**src/rtl/ysyx_25020037_wbu.sv**
```systemverilog
// Write-back stage: takes one LSU result, aligns/extends load data, drives the
// register-file write port and holds a commit record until the IFU accepts it.
module ysyx_25020037_wbu #(
  parameter logic [3:0] LOAD_FAULT_CAUSE  = 4'd5,
  parameter logic [3:0] STORE_FAULT_CAUSE = 4'd7
) (
  input  logic        clk_i,
  input  logic        rst_i,
  input  logic        lsu_valid_i,
  output logic        wbu_ready_o,
  input  logic [63:0] lu_to_wu_bus_i,
  input  logic        access_fault_i,
  input  logic [79:0] du_to_wu_bus_i,
  output logic        rf_we_o,
  output logic [4:0]  rf_waddr_o,
  output logic [31:0] rf_wdata_o,
  output logic        wbu_valid_o,
  input  logic        ifu_ready_i,
  output logic [31:0] commit_pc_o,
  output logic [31:0] commit_dnpc_o,
  output logic        trap_valid_o,
  output logic [3:0]  trap_cause_o,
  output logic [31:0] trap_tval_o
);

  typedef enum logic {IDLE, COMMIT} state_e;

  state_e      state_q;
  logic        wbu_ready_q, wbu_valid_q, rf_we_q, trap_valid_q;
  logic [4:0]  rf_waddr_q;
  logic [31:0] rf_wdata_q, commit_pc_q, commit_dnpc_q, trap_tval_q;
  logic [3:0]  trap_cause_q;

  logic [31:0] addr, rdata, pc, dnpc;
  logic [4:0]  rd;
  logic        reg_we, is_load, load_unsigned, is_store;
  logic [2:0]  load_op;

  assign addr          = lu_to_wu_bus_i[63:32];
  assign rdata         = lu_to_wu_bus_i[31:0];
  assign pc            = du_to_wu_bus_i[79:48];
  assign dnpc          = du_to_wu_bus_i[47:16];
  assign rd            = du_to_wu_bus_i[15:11];
  assign reg_we        = du_to_wu_bus_i[10];
  assign is_load       = du_to_wu_bus_i[9];
  assign load_op       = du_to_wu_bus_i[8:6];
  assign load_unsigned = du_to_wu_bus_i[5];
  assign is_store      = du_to_wu_bus_i[4];

  logic unused_reserved;
  assign unused_reserved = ^du_to_wu_bus_i[3:0];

  logic [31:0] shifted, load_data, rf_wdata_d;
  logic        fault_d, rf_we_d;
  logic [3:0]  trap_cause_d;

  always_comb begin
    shifted = rdata >> {addr[1:0], 3'b000};
    // Anything other than a clean byte/half one-hot falls back to a word load.
    case (load_op)
      3'b001:  load_data = {{24{~load_unsigned & shifted[7]}}, shifted[7:0]};
      3'b010:  load_data = {{16{~load_unsigned & shifted[15]}}, shifted[15:0]};
      default: load_data = rdata;
    endcase
    rf_wdata_d   = is_load ? load_data : rdata;
    fault_d      = access_fault_i & (is_load | is_store);
    rf_we_d      = reg_we & (rd != 5'd0) & ~fault_d;
    trap_cause_d = is_load ? LOAD_FAULT_CAUSE : STORE_FAULT_CAUSE;
  end

  always_ff @(posedge clk_i) begin
    if (rst_i) begin
      state_q       <= IDLE;
      wbu_ready_q   <= 1'b1;
      wbu_valid_q   <= 1'b0;
      rf_we_q       <= 1'b0;
      rf_waddr_q    <= 5'd0;
      rf_wdata_q    <= 32'd0;
      commit_pc_q   <= 32'd0;
      commit_dnpc_q <= 32'd0;
      trap_valid_q  <= 1'b0;
      trap_cause_q  <= 4'd0;
      trap_tval_q   <= 32'd0;
    end else begin
      case (state_q)
        IDLE: begin
          if (lsu_valid_i && wbu_ready_q) begin
            state_q       <= COMMIT;
            wbu_ready_q   <= 1'b0;
            wbu_valid_q   <= 1'b1;
            rf_we_q       <= rf_we_d;
            rf_waddr_q    <= rd;
            rf_wdata_q    <= rf_wdata_d;
            commit_pc_q   <= pc;
            commit_dnpc_q <= dnpc;
            trap_valid_q  <= fault_d;
            trap_cause_q  <= trap_cause_d;
            trap_tval_q   <= addr;
          end
        end
        COMMIT: begin
          // Write strobe lasts only the first commit cycle, even if the IFU stalls.
          rf_we_q <= 1'b0;
          if (wbu_valid_q && ifu_ready_i) begin
            state_q      <= IDLE;
            wbu_valid_q  <= 1'b0;
            trap_valid_q <= 1'b0;
            wbu_ready_q  <= 1'b1;
          end
        end
        default: state_q <= IDLE;
      endcase
    end
  end

  assign wbu_ready_o   = wbu_ready_q;
  assign wbu_valid_o   = wbu_valid_q;
  assign rf_we_o       = rf_we_q;
  assign rf_waddr_o    = rf_waddr_q;
  assign rf_wdata_o    = rf_wdata_q;
  assign commit_pc_o   = commit_pc_q;
  assign commit_dnpc_o = commit_dnpc_q;
  assign trap_valid_o  = trap_valid_q;
  assign trap_cause_o  = trap_cause_q;
  assign trap_tval_o   = trap_tval_q;

endmodule

```
**config.mk**
```make
export PLATFORM = sky130hd
export DESIGN_NAME = ysyx_25020037_wbu
export DESIGN_NICKNAME = d
export VERILOG_FILES = /design/src/rtl/ysyx_25020037_wbu.sv
export SDC_FILE = /design/constraint.sdc
export NUM_CORES = 1
export LEC_CHECK = 0
export BUFFER_PORTS_ARGS = -buffer_cell sky130_fd_sc_hd__buf_2
export CELL_PAD_IN_SITES_DETAIL_PLACEMENT = 0
export CELL_PAD_IN_SITES_GLOBAL_PLACEMENT = 2
export CORE_ASPECT_RATIO = 0.9
export CORE_MARGIN = 5
export CORE_UTILIZATION = 21
export CTS_CLUSTER_DIAMETER = 150
export CTS_CLUSTER_SIZE = 30
export DETAILED_ROUTE_END_ITERATION = 7
export PLACE_DENSITY_LB_ADDON = 0.1
export SYNTH_ARGS = -nofsm -noshare
export SYNTH_HDL_FRONTEND = slang
export SYNTH_SLANG_ARGS = --single-unit
```
**constraint.sdc**
```tcl
create_clock -name clk_i -period 1.4 [get_ports clk_i]
set_input_delay 0.28 -clock clk_i [delete_from_list [all_inputs] [get_ports clk_i]]
set_output_delay 0.28 -clock clk_i [all_outputs]
set_load 0.01 [all_outputs]
```
* Word-level counts from Yosys, hierarchy flattened
Index checks and enable logic that the tools add are counted.
W data, S select, Z words.
** Storage, ports and cells
- Register bits :: 142
- Input port bits :: 149
- Output and inout bits :: 141
- Word-level logic and storage cells :: 46
** Operators by class
- Equal/unequal tests :: 4
- Shift-type cells :: 1
- Mux-type cells :: 16
- Bitwise logic cells :: 9
- Reduce and logical (&&, ||, !) cells :: 5
** Operators with widths (number)
- $pmux W32 S2 :: 1
- $mux W32 :: 1
- $shr A32 B5 Y16 :: 1
- $pmux W1 S2 :: 5
- $mux W1 :: 8
- $and A1 B1 Y1 :: 5
- $reduce_bool A5 Y1 :: 1
- $reduce_and A2 Y1 :: 2
- $eq A3 B1 Y1 const B :: 1
- $eq A3 B2 Y1 const B :: 1
- $not A1 Y1 :: 3
- $logic_and A1 B1 Y1 :: 2
- $mux W2 :: 1
- $ne A2 B1 Y1 const B :: 1
- $ne A2 B2 Y1 const B :: 1
- $or A1 B1 Y1 :: 1

* Logic depth before layout (Yosys ltp)
Gate-level depths: netlist (run 1).
- Word-level depth :: 6
- Mapped depth :: 6
- Mapped depth without buffers :: 4

* Worst setup path before layout (run 1)
No wires, ideal clock.
- Path type :: input-to-reg
- Start :: input port lu_to_wu_bus_i[33]
- End :: register rf_wdata_q[10], in the netlist rf_wdata_o[10]
- Setup time :: 139 ps
- Data arrival time :: 1396 ps
- Data required time :: 1261 ps
- Setup slack :: -135 ps
- Stages :: 5
- Buffers on the path :: 1
- Cell sequence :: buf_2 > mux4_2 > and4b_1 > nor2_1 > a311oi_1
** Between the ends
- Cells in the longest elaborated chain, start to end :: 4
** Ends and longest elaborated chain
- start: declaration :: RTL line 11 : input logic [63:0] lu_to_wu_bus_i,
- $shr A32 B5 Y16 * :: RTL line 58 : shifted = rdata >> {addr[1:0], 3'b000};
- $and A1 B1 Y1 :: RTL line 61 : 3'b001: load_data = {{24{~load_unsigned & shifted[7]}}, shifted[7:0]};
- $pmux W32 S2 * :: RTL line 60 : case (load_op)
- $mux W32 * :: RTL line 65 : rf_wdata_d = is_load ? load_data : rdata;
- end signal: assignment :: RTL line 93 : rf_wdata_q <= rf_wdata_d;
- end: declaration :: RTL line 31 : logic [31:0] rf_wdata_q, commit_pc_q, commit_dnpc_q, trap_tval_q;
Every way passes the cells marked *; elsewhere a longest branch is shown, timed or not.
A chain may end at the register's enable or synchronous reset.

* Worst setup path in the final report (run 1)
- Start :: register state_q
- End :: register rf_wdata_q[12], in the netlist rf_wdata_o[12]
** Between the ends
- Cells in the longest elaborated chain, start to end :: 2
** Ends and longest elaborated chain
- start: declaration :: RTL line 28 : state_e state_q;
- start signal: assignment :: RTL line 73 : state_q <= IDLE;
- start signal: assignment :: RTL line 88 : state_q <= COMMIT;
- start signal: assignment :: RTL line 105 : state_q <= IDLE;
- $not A1 Y1 (no source line)
- $reduce_and A2 Y1 (no source line)
Every way passes these cells.

==> flow_metrics.py, run 1 <==
metrics = {
    "timing": {
        "setup_tns_ns": -0.3068,
        "fin_skew_ns": 0.01001,
        "period_minus_slack_ns": 1.443,
        "finalMaxSlewViolations": 0,
        "fmax_ghz": 0.6930,
        "setup_viol": 11,
        "final_hold_viol_count": 0,
        "period_share": 1.031,
        "setup_ws_ns": -0.04292,
        "grt_setup_unrepaired": "yes",
    },
    "status": {
        "outcome": "finished with violations",
        "violations": "setup timing",
    },
    "worst_setup_path": {
        "cp_slowest_stage_delay_ns": 0.33,
        "worst-path-max-fanout": 6,
        "rr_endpoint": "rf_wdata_o[12]",
        "rr_worst_depth": 7,
        "cp-end-kind": "flip-flop",
        "endpoint": "rf_wdata_o[12]",
        "crit_type": "flip-flop to flip-flop",
        "worstPathRequired_ns": 1.70,
        "cp-startpoint": "state_q",
        "rr_startpoint": "state_q",
        "crit_chain": "buf_6, nand3b_1, buf_6, buf_12, and2_4, a31oi_1, a31oi_1",
        "critPathLaunchType": "flip-flop",
        "arrival_ns": 1.74,
        "crit_slowest_cell": "dfxtp_2",
        "rrSetupSlack_ns": -0.04,
    },
    "synthesis": {
        "synth_top_area_cell": "dfxtp_1",
        "ys.flop_type": "dfxtp_1",
        "synthArstFlopShare": 0,
        "yosys_warnings": 0,
        "synth_seq_area_share": 0.5039,
        "syn_area_um2": 5562,
        "synth_seq_cells": 140,
        "postSynthCellCount": 689,
        "synth_nets": 838,
        "syn_avg_cell_area_um2": 8.072,
        "ys_top_cells_by_area": "dfxtp_1 50%, nand2_1 15%, a21oi_1 11%",
        "synth_cell_type_count": 41,
        "synth_enable_flop_cells": 0,
        "synth_top_cell_area_share": 0.5039,
    },
    "global_routing": {
        "grt_pass1_vias": 5646,
        "grt_usage": 0.1441,
        "grt_pass1_wl_mm": 33.72,
        "grt_start_max_net_pins": 58,
        "grt_overflow_total": 0,
        "grt_antenna_before_repair": 2,
    },
    "clocking": {
        "clock_sinks": 140,
        "clk_pin_slew_ns": 0.07,
        "cts_root_buf": "clkbuf_16",
        "clockBufferDepth": 2,
        "hold_buffers": 0,
        "clock_latency_ns": 0.42,
        "cts_buffers": 17,
        "cts_tree": "done",
        "htree_levels": 4,
    },
    "placement": {
        "port-buffer-count": 284,
        "dpl.hpwl_mm": 16.55,
        "routabilityCongestion": 0.7370,
    },
    "floorplanning": {
        "core.rowCount": 56,
        "ios": 290,
        "initial_core_util": 0.2134,
        "core_um2": 26070,
        "fp.dieH_um": 164.4,
        "die_area_um2": 29840,
        "chipWidth_um": 181.5,
    },
    "routing": {
        "drt_iter0_drc": 254,
        "routed_wl_mm": 23.19,
        "wire_per_inst_um": 17.12,
        "vias_per_cell": 4.306,
        "drc_errors": 0,
        "ant_nets": 0,
        "vias": 5834,
        "drt-pass1-iter-count": 4,
    },
    "power": {
        "vdd_drop_max_mv": 0.6094,
        "power.density_nw_per_um2": 1312,
        "p_leak_uw": 0.003940,
        "total_power_uw": 11490,
    },
    "min_path": {
        "hold_path.class": "input pin to flip-flop",
    },
    "final_layout": {
        "n_fill_cell": 2852,
        "area_growth_pct": 57.48,
        "layout_commonest_cell": "buf_2",
        "final_layout_size_suffix_gt1_frac": 0.4330,
        "nNetsFinal": 1145,
        "num_antenna_cells": 0,
        "layout_common_cells": "283 x buf_2, 216 x nand2_1, 138 x dfxtp_1, 105 x a21oi_1, 40 x nor2_1",
    },
    "flow_run": {
        "maxCapViolCount": 0,
    },
}
-- critical path: cells and delay by family, from the launching register on --
| family | cells | cell delay, ns |
|---|---|---|
| buf+inv | 3 | 0.42 |
| flops | 1 | 0.33 |
| simple gates | 2 | 0.33 |
| compound gates | 2 | 0.24 |
-- through the flow --
step	cells	setup WS (ns)	hold slack, ns	area (um^2)	util
5_1_grt	1355	-0.09849	0.07879	8758	0.3360
6_report	1355	-0.04292	0.08934	8758	0.3360
3_3_place_gp	1313	-0.3340	0.4399	7694	0.2952
4_1_cts	1348	-0.06134	0.06390	8439	0.3238
2_1_floorplan	689	-0.04400	0.3757	5589	-
3_5_place_dp	1313	-0.3508	0.4446	7694	0.2952
-- worst min-delay path by stage --
stage,from,endpoint,slack (ns),cells after the start
floorplan,du_to_wu_bus_i[9],trap_cause_o[1],0.38,1
global placement,commit_dnpc_o[21],commit_dnpc_o[21],0.44,2
detailed placement,commit_dnpc_o[6],commit_dnpc_o[6],0.44,2
CTS,du_to_wu_bus_i[71],commit_pc_o[23],0.06,3
global route,du_to_wu_bus_i[71],commit_pc_o[23],0.08,3
finish,du_to_wu_bus_i[30],commit_dnpc_o[14],0.09,3
-- state kept, by name, indices dropped and copies added (netlist names) --
name / flops
trap_valid_o: 1
state_q: 1
rf_wdata_o: 32
rf_we_o: 1
trap_cause_o: 2
commit_dnpc_o: 32
commit_pc_o: 32
wbu_ready_o: 1
rf_waddr_o: 5
wbu_valid_o: 1
trap_tval_o: 32
-- area by class of cell --
class | count | area (um^2) | share of cell area
clock buffer | 17 | 425.4 | 0.04857
clock inverter | 13 | 192.7 | 0.02200
inverter | 7 | 26.28 | 0.003000
multi-input combinational | 486 | 2741 | 0.3130
sequential | 140 | 2805 | 0.3203
tap | 348 | 435.4 | 0.04971
timing repair buffer | 344 | 2132 | 0.2434
-- routing by layer --
| metal | track usage | part of all wire | up-vias |
|---|---|---|---|
| met5 | 0 | 0.0011 | - |
| met4 | 0.03479 | 0.0077 | 4 |
| met3 | 0.04360 | 0.060 | 15 |
| met2 | 0.2231 | 0.46 | 174 |
| met1 | 0.1978 | 0.47 | 2709 |
| li1 | - | - | 2932 |
-- where the power goes --
group / internal, uW / switching [uW] / total (uW) / leakage (uW)
combinational: 964 / 1200 / 2160 / 0.00249
sequential: 4290 / 151 / 4440 / 0.00115
clock: 2990 / 1900 / 4890 / 0.000296
total: 8240 / 3250 / 11500 / 0.00394
-- cells by family (layout without fill, tap and decap cells) --
| group | Yosys count | after routing | share of synthesized area |
|---|---|---|---|
| flops | 140 | 140 | 0.5039 |
| compound gates | 180 | 180 | 0.2072 |
| mux | 11 | 11 | 0.02205 |
| simple gates | 292 | 293 | 0.2142 |
| xor+xnor | 1 | 1 | 0.001575 |
| buf+inv | 64 | 381 | 0.05039 |
| other cells | 1 | 1 | 0.0006743 |
-- Yosys cell counts (3+ instances only) --
master and instances:
mux2i_1 10, nor2_1 42, a21oi_1 121, nand2_1 216, a311oi_1 5, a2111oi_1 4
inv_1 7, nor3_1 8, a211oi_2 10, a211oi_1 7, nor2b_1 3, buf_2 17
buf_4 3, clkbuf_1 28, dfxtp_1 140, buf_1 8, o21ai_0 5, a31oi_1 10
o2bb2ai_1 3, and2_1 9, a2111oi_2 3, a2bb2oi_1 7
-- timing repair --
action	CTS	global route
endpoints found under the hold margin	0	0
setup endpoints to repair	23	126
resized for setup	20	42
pin swaps	0	23
gates cloned	2	4
setup buffers	3	5
Power figures use the tool's default switching activity.
==> run 2, diff against run 1 <==
CORE_UTILIZATION = 24   (was 21)
PLACE_DENSITY = 0.77   (was unset)
PLACE_DENSITY_LB_ADDON = unset   (was 0.1)
clock period = 1.5 ns   (was 1.4 ns; I/O delays follow)
==> run 2 against run 1 <==
The run now ends clean. Via count decreased by 1.9%. Largest power group unchanged. Cell count decreased by 4.4%. Power decreased by 5.4%. Largest cell class unchanged. Critical path type unchanged.
==> flow_metrics.py, run 2 (synthesized netlist as in run 1, its figures left out) <==
metrics = {
    "final_layout": {
        "nNetsFinal": 1134,
        "layout_commonest_cell": "buf_2",
        "final_area_um2": 8404,
        "layout_common_cells": "283 x buf_2, 216 x nand2_1, 139 x dfxtp_1, 121 x a21oi_1, 41 x nor2_1",
        "final_layout_size_suffix_gt1_frac": 0.3908,
        "n_fill_cell": 2442,
        "area_growth_pct": 51.11,
        "stdcell_count": 1296,
    },
    "floorplanning": {
        "die_area_um2": 26320,
        "initial_core_util": 0.2456,
        "fp.dieH_um": 154.4,
        "ios": 290,
        "core.rowCount": 52,
        "chipWidth_um": 170.5,
        "core_um2": 22640,
    },
    "power": {
        "p_leak_uw": 0.003874,
        "power.density_nw_per_um2": 1294,
        "intPower_uw": 8009,
        "clkPwrFrac": 0.449,
        "vdd_drop_max_mv": 0.6021,
        "comb_power_share": 0.171,
        "p_seq_frac": 0.381,
        "power.share.switching": 0.2633,
        "switchingPower_uw": 2862,
    },
    "worst_setup_path": {
        "arrival_ns": 1.73,
        "rr_startpoint": "state_q",
        "critPathLaunchType": "flip-flop",
        "cp-end-kind": "flip-flop",
        "cp-startpoint": "state_q",
        "crit_type": "flip-flop to flip-flop",
        "worst-path-max-fanout": 26,
        "worstPathRequired_ns": 1.81,
        "rr_worst_depth": 5,
    },
    "min_path": {
        "hold_path.class": "input pin to flip-flop",
        "whs_path_depth": 3,
        "hp-start": "du_to_wu_bus_i[18]",
    },
    "clocking": {
        "clockBufferDepth": 2,
        "clk_pin_slew_ns": 0.07,
        "cts_buffers": 17,
        "cts_root_buf": "clkbuf_16",
        "cts_tree": "done",
        "htree_levels": 4,
        "clock_sinks": 140,
        "clock_latency_ns": 0.42,
    },
    "timing": {
        "grt_setup_unrepaired": "no",
        "worst_pin_slew_ns": 0.6290,
        "setup_viol": 0,
        "fmax_ghz": 0.7053,
        "period_share": 0.9453,
        "fin_skew_ns": 0.01240,
        "period_minus_slack_ns": 1.418,
        "setup_ws_ns": 0.08207,
        "finalMaxSlewViolations": 0,
        "final_hold_viol_count": 0,
        "slew_headroom": 0.5787,
    },
    "global_routing": {
        "grt_start_max_net_pins": 53,
        "grt_pass1_wl_mm": 31.61,
        "grt_usage": 0.1512,
        "use_met2": 0.2381,
        "top_usage_layer": "met2",
        "grt_pass1_vias": 5677,
        "grt_overflow_total": 0,
        "grt_antenna_before_repair": 2,
        "met3_usage": 0.05819,
        "global_route.usage.met1": 0.1937,
    },
    "placement": {
        "place_inst": 1259,
        "post-place-ws_ns": -0.2592,
        "dpl.hpwl_mm": 15.50,
        "postPlaceCellArea_um2": 7659,
        "port-buffer-count": 284,
        "routabilityCongestion": 0.7776,
    },
    "status": {
        "outcome": "finished clean",
    },
    "routing": {
        "wire_per_inst_um": 16.11,
        "vias_per_cell": 4.415,
        "drt-pass1-iter-count": 5,
        "routed_wl_mm": 20.88,
        "drc_errors": 0,
        "drt_iter0_drc": 247,
        "ant_nets": 0,
        "vias": 5722,
    },
    "flow_run": {
        "maxCapViolCount": 0,
    },
}
## run 2: cell types whose count changed in the layout (fill, tap and decap cells not counted), moves of 5 or more
| cell | change |
|---|---|
| nor3_1 | +7 |
| a21oi_1 | +16 |
| a21oi_4 | -11 |
| nor3_2 | -7 |
| buf_6 | -10 |
| a21oi_2 | -5 |
## run 2: final timing paths
path	endpoint	slack, ns
max	rf_wdata_o[6]	0.08
min	commit_dnpc_o[2]	0.12
max reg2reg	rf_wdata_o[6]	0.08
min reg2reg	commit_pc_o[21]	0.45
## run 2: metrics by stage
step                      hold slack (ns)  power [uW]  setup TNS (ns)  utilization
final                              0.1165       10870               0       0.3712
after global routing               0.1017       11390               0       0.3712
after CTS                         0.08818       11010               0       0.3683
after detailed placement           0.4435        6067          -5.008       0.3383
after global placement             0.4390        6063          -4.287       0.3383
after floorplan                    0.3957        5107               0            -
## run 2: critical path: stages, from the launching register on
cell and delay [ns]:
dfxtp_2 0.34, and3b_4 0.36, buf_4 0.14, buf_12 0.16, nor2_1 0.07, a2111oi_2 0.26
## run 2: layout make-up
cell class                 count  area (um^2)  area share
inverter                       7        26.28    0.003126
timing repair buffer         333         2009      0.2391
sequential                   140         2804      0.3336
multi-input combinational    486         2510      0.2986
clock buffer                  18        439.2     0.05226
tap                          297        371.6     0.04422
antenna                        1        2.502   0.0002978
clock inverter                14        241.5     0.02873
## run 2: timing repair
action | in CTS | in global routing
gates resized for setup | 0 | 4
buffers inserted | 0 | 2
endpoints found under the setup margin | 0 | 31
hold buffers | 0 | 0
## run 2: metal layers
| layer | vias up | wire (um) |
|---|---|---|
| met5 | - | 13 |
| met4 | 2 | 216 |
| met3 | 16 | 1923 |
| met2 | 195 | 9450 |
| met1 | 2599 | 9275 |
| li1 | 2910 | - |
## run 2: power groups by stage
stage               registers [uW]  logic [uW]  clock network (uW)
finish                        4140        1860                4880
global route                  4170        2060                5160
CTS                           4140        1860                5020
detailed placement            4220        1850                   0
global placement              4210        1850                   0
floorplan                     4350         760                   0
==> run 3, diff against run 2 <==
CORE_UTILIZATION = 21   (was 24)
PLACE_DENSITY = 0.71   (was 0.77)
clock period = 1.2 ns   (was 1.5 ns; I/O delays follow)
==> run 3 against run 2 <==
The flow now finishes with violations (setup timing). Critical path depth fell by 1. Core utilization is 0.43 points lower. Sequential share of layout area decreased by 3.6 points. Register-to-register slack worse by 0.23 ns. Setup slack worse by 0.23 ns. Wire length up 11%. Sequential power grew 26%. Fmax rose by 5.3%. Sequential cell count is the same. Highest routed layer unchanged.
==> flow_metrics.py, run 3 (synthesized netlist as in run 1, its figures left out) <==
metrics = {
    "timing": {
        "setup_tns_ns": -9.110,
        "setup_viol": 138,
        "grt_setup_unrepaired": "yes",
        "period_minus_slack_ns": 1.346,
        "period_share": 1.122,
        "fmax_ghz": 0.7428,
        "fin_skew_ns": 0.01411,
        "final_hold_viol_count": 0,
        "worst_hold_slack_ns": 0.04648,
        "setup_ws_ns": -0.1463,
        "finalMaxSlewViolations": 0,
    },
    "clocking": {
        "cts_buffers": 17,
        "cts_root_buf": "clkbuf_16",
        "clock_latency_ns": 0.42,
        "clock_sinks": 140,
        "clockBufferDepth": 2,
        "htree_levels": 4,
        "cts_tree": "done",
        "clk_pin_slew_ns": 0.07,
    },
    "worst_setup_path": {
        "rr_startpoint": "state_q",
        "cpLargestDelayFamily": "simple AND/OR/NAND/NOR gates",
        "rrSetupSlack_ns": -0.15,
        "cp_slowest_stage_delay_ns": 0.37,
        "crit_type": "flip-flop to flip-flop",
        "worst-path-buf-inv": 1,
        "crit_slowest_cell": "nor3_1",
        "cp-end-kind": "flip-flop",
        "crit_chain": "nand3b_1, buf_6, nor3_1, a2111oi_4",
        "critPathLaunchType": "flip-flop",
        "arrival_ns": 1.64,
        "rr_worst_depth": 4,
        "rr_endpoint": "rf_wdata_o[3]",
        "worst-path-max-fanout": 13,
        "worstPathRequired_ns": 1.49,
    },
    "final_layout": {
        "nNetsFinal": 1166,
        "layout_common_cells": "278 x buf_2, 167 x nand2_1, 116 x dfxtp_1, 71 x a21oi_1, 49 x a21oi_2",
        "seq_area_um2": 2848,
        "final_area_um2": 9564,
        "area_growth_pct": 71.97,
        "multi_input_comb_area_um2": 3191,
        "final_layout_size_suffix_gt1_frac": 0.5573,
        "num_antenna_cells": 0,
        "fin_util": 0.3669,
        "n_fill_cell": 2771,
        "layout_commonest_cell": "buf_2",
    },
    "min_path": {
        "hp-start": "du_to_wu_bus_i[16]",
        "hold_end": "commit_dnpc_o[0]",
        "whs_path_depth": 3,
        "hold_path.class": "input pin to flip-flop",
    },
    "placement": {
        "routabilityCongestion": 0.7707,
        "dpl.hpwl_mm": 15.99,
        "port-buffer-count": 284,
        "postPlaceCellArea_um2": 7751,
    },
    "power": {
        "power.density_nw_per_um2": 1407,
        "p_leak_uw": 0.004348,
        "vdd_drop_max_mv": 0.7926,
        "total_power_uw": 13460,
    },
    "global_routing": {
        "top_usage_layer": "met2",
        "grt_pass1_vias": 5698,
        "grt_start_max_net_pins": 54,
        "use_met2": 0.2260,
        "grt_overflow_total": 0,
        "met3_usage": 0.05483,
        "grt_antenna_before_repair": 1,
        "global_route.usage.met1": 0.1829,
        "grt_usage": 0.1420,
        "grt_pass1_wl_mm": 33.32,
    },
    "routing": {
        "drt-pass1-iter-count": 4,
        "drt_iter0_drc": 321,
        "wire_per_inst_um": 16.75,
        "vias_per_cell": 4.380,
        "routed_wl_mm": 23.08,
        "vias": 6035,
        "ant_nets": 0,
        "drc_errors": 0,
    },
    "floorplanning": {
        "core_um2": 26070,
        "ios": 290,
        "core.rowCount": 56,
        "chipWidth_um": 181.5,
        "fp.dieH_um": 164.4,
        "initial_core_util": 0.2134,
        "die_area_um2": 29840,
    },
    "status": {
        "violations": "setup timing",
        "outcome": "finished with violations",
    },
    "flow_run": {
        "maxCapViolCount": 0,
    },
}
[run 3: changes by cell type in the layout (fill, tap and decap cells not counted), sizes merged]
cell      before  now
bufbuf         0    1
diode          1    0
clkinv         6    2
clkbuf        19   21
buf          332  360
clkinvlp       1    3
inv            8   16
bufinv         6    1
[run 3: power by group]
part	internal, uW	switching (uW)
clock	2940	2330
combinational	1400	1600
sequential	5010	191
[run 3: cell type report]
cell class	instances	share of cell area
multi-input combinational	486	0.3336
tap	348	0.04553
timing repair buffer	365	0.2599
clock buffer	17	0.04448
sequential	140	0.2977
clock inverter	15	0.01596
inverter	7	0.002747
[run 3: tightest hold or removal path, stage by stage]
cell     delay [ns]
buf_2          0.10
nand2_1        0.05
a21oi_1        0.05
[run 3: per-stage QoR]
step,cells,worst slack [ns]
floorplan,689,-0.2040
CTS,1366,-0.1388
detailed placement,1324,-0.5035
global placement,1324,-0.4642
finish,1378,-0.1463
global route,1378,-0.2003
[run 3: how the worst max path moves through the flow]
stage / startpoint / endpoint / slack (ns) / cells after the start
floorplan: lu_to_wu_bus_i[33] / rf_wdata_o[10] / -0.20 / 5
global placement: lu_to_wu_bus_i[33] / rf_wdata_o[20] / -0.46 / 6
detailed placement: lu_to_wu_bus_i[33] / rf_wdata_o[20] / -0.50 / 6
CTS: state_q / rf_wdata_o[19] / -0.14 / 5
global route: state_q / rf_wdata_o[1] / -0.20 / 5
finish: state_q / rf_wdata_o[3] / -0.15 / 4
[run 3: layer usage]
layer / up-vias / routed length (um)
met1: 2817 / 10320
li1: 2981 / -
met5: - / 13
met4: 2 / 246
met3: 18 / 1885
met2: 217 / 10610
[run 3: what timing repair did]
| item | 4_1_cts | 5_1_grt |
|---|---|---|
| pin swaps | 28 | 79 |
| endpoints found under the hold margin | 0 | 0 |
| resized for setup | 80 | 169 |
| hold buffers | 0 | 0 |
| setup endpoints to repair | 142 | 160 |
| buffers inserted | 4 | 9 |
| cloned | 6 | 5 |
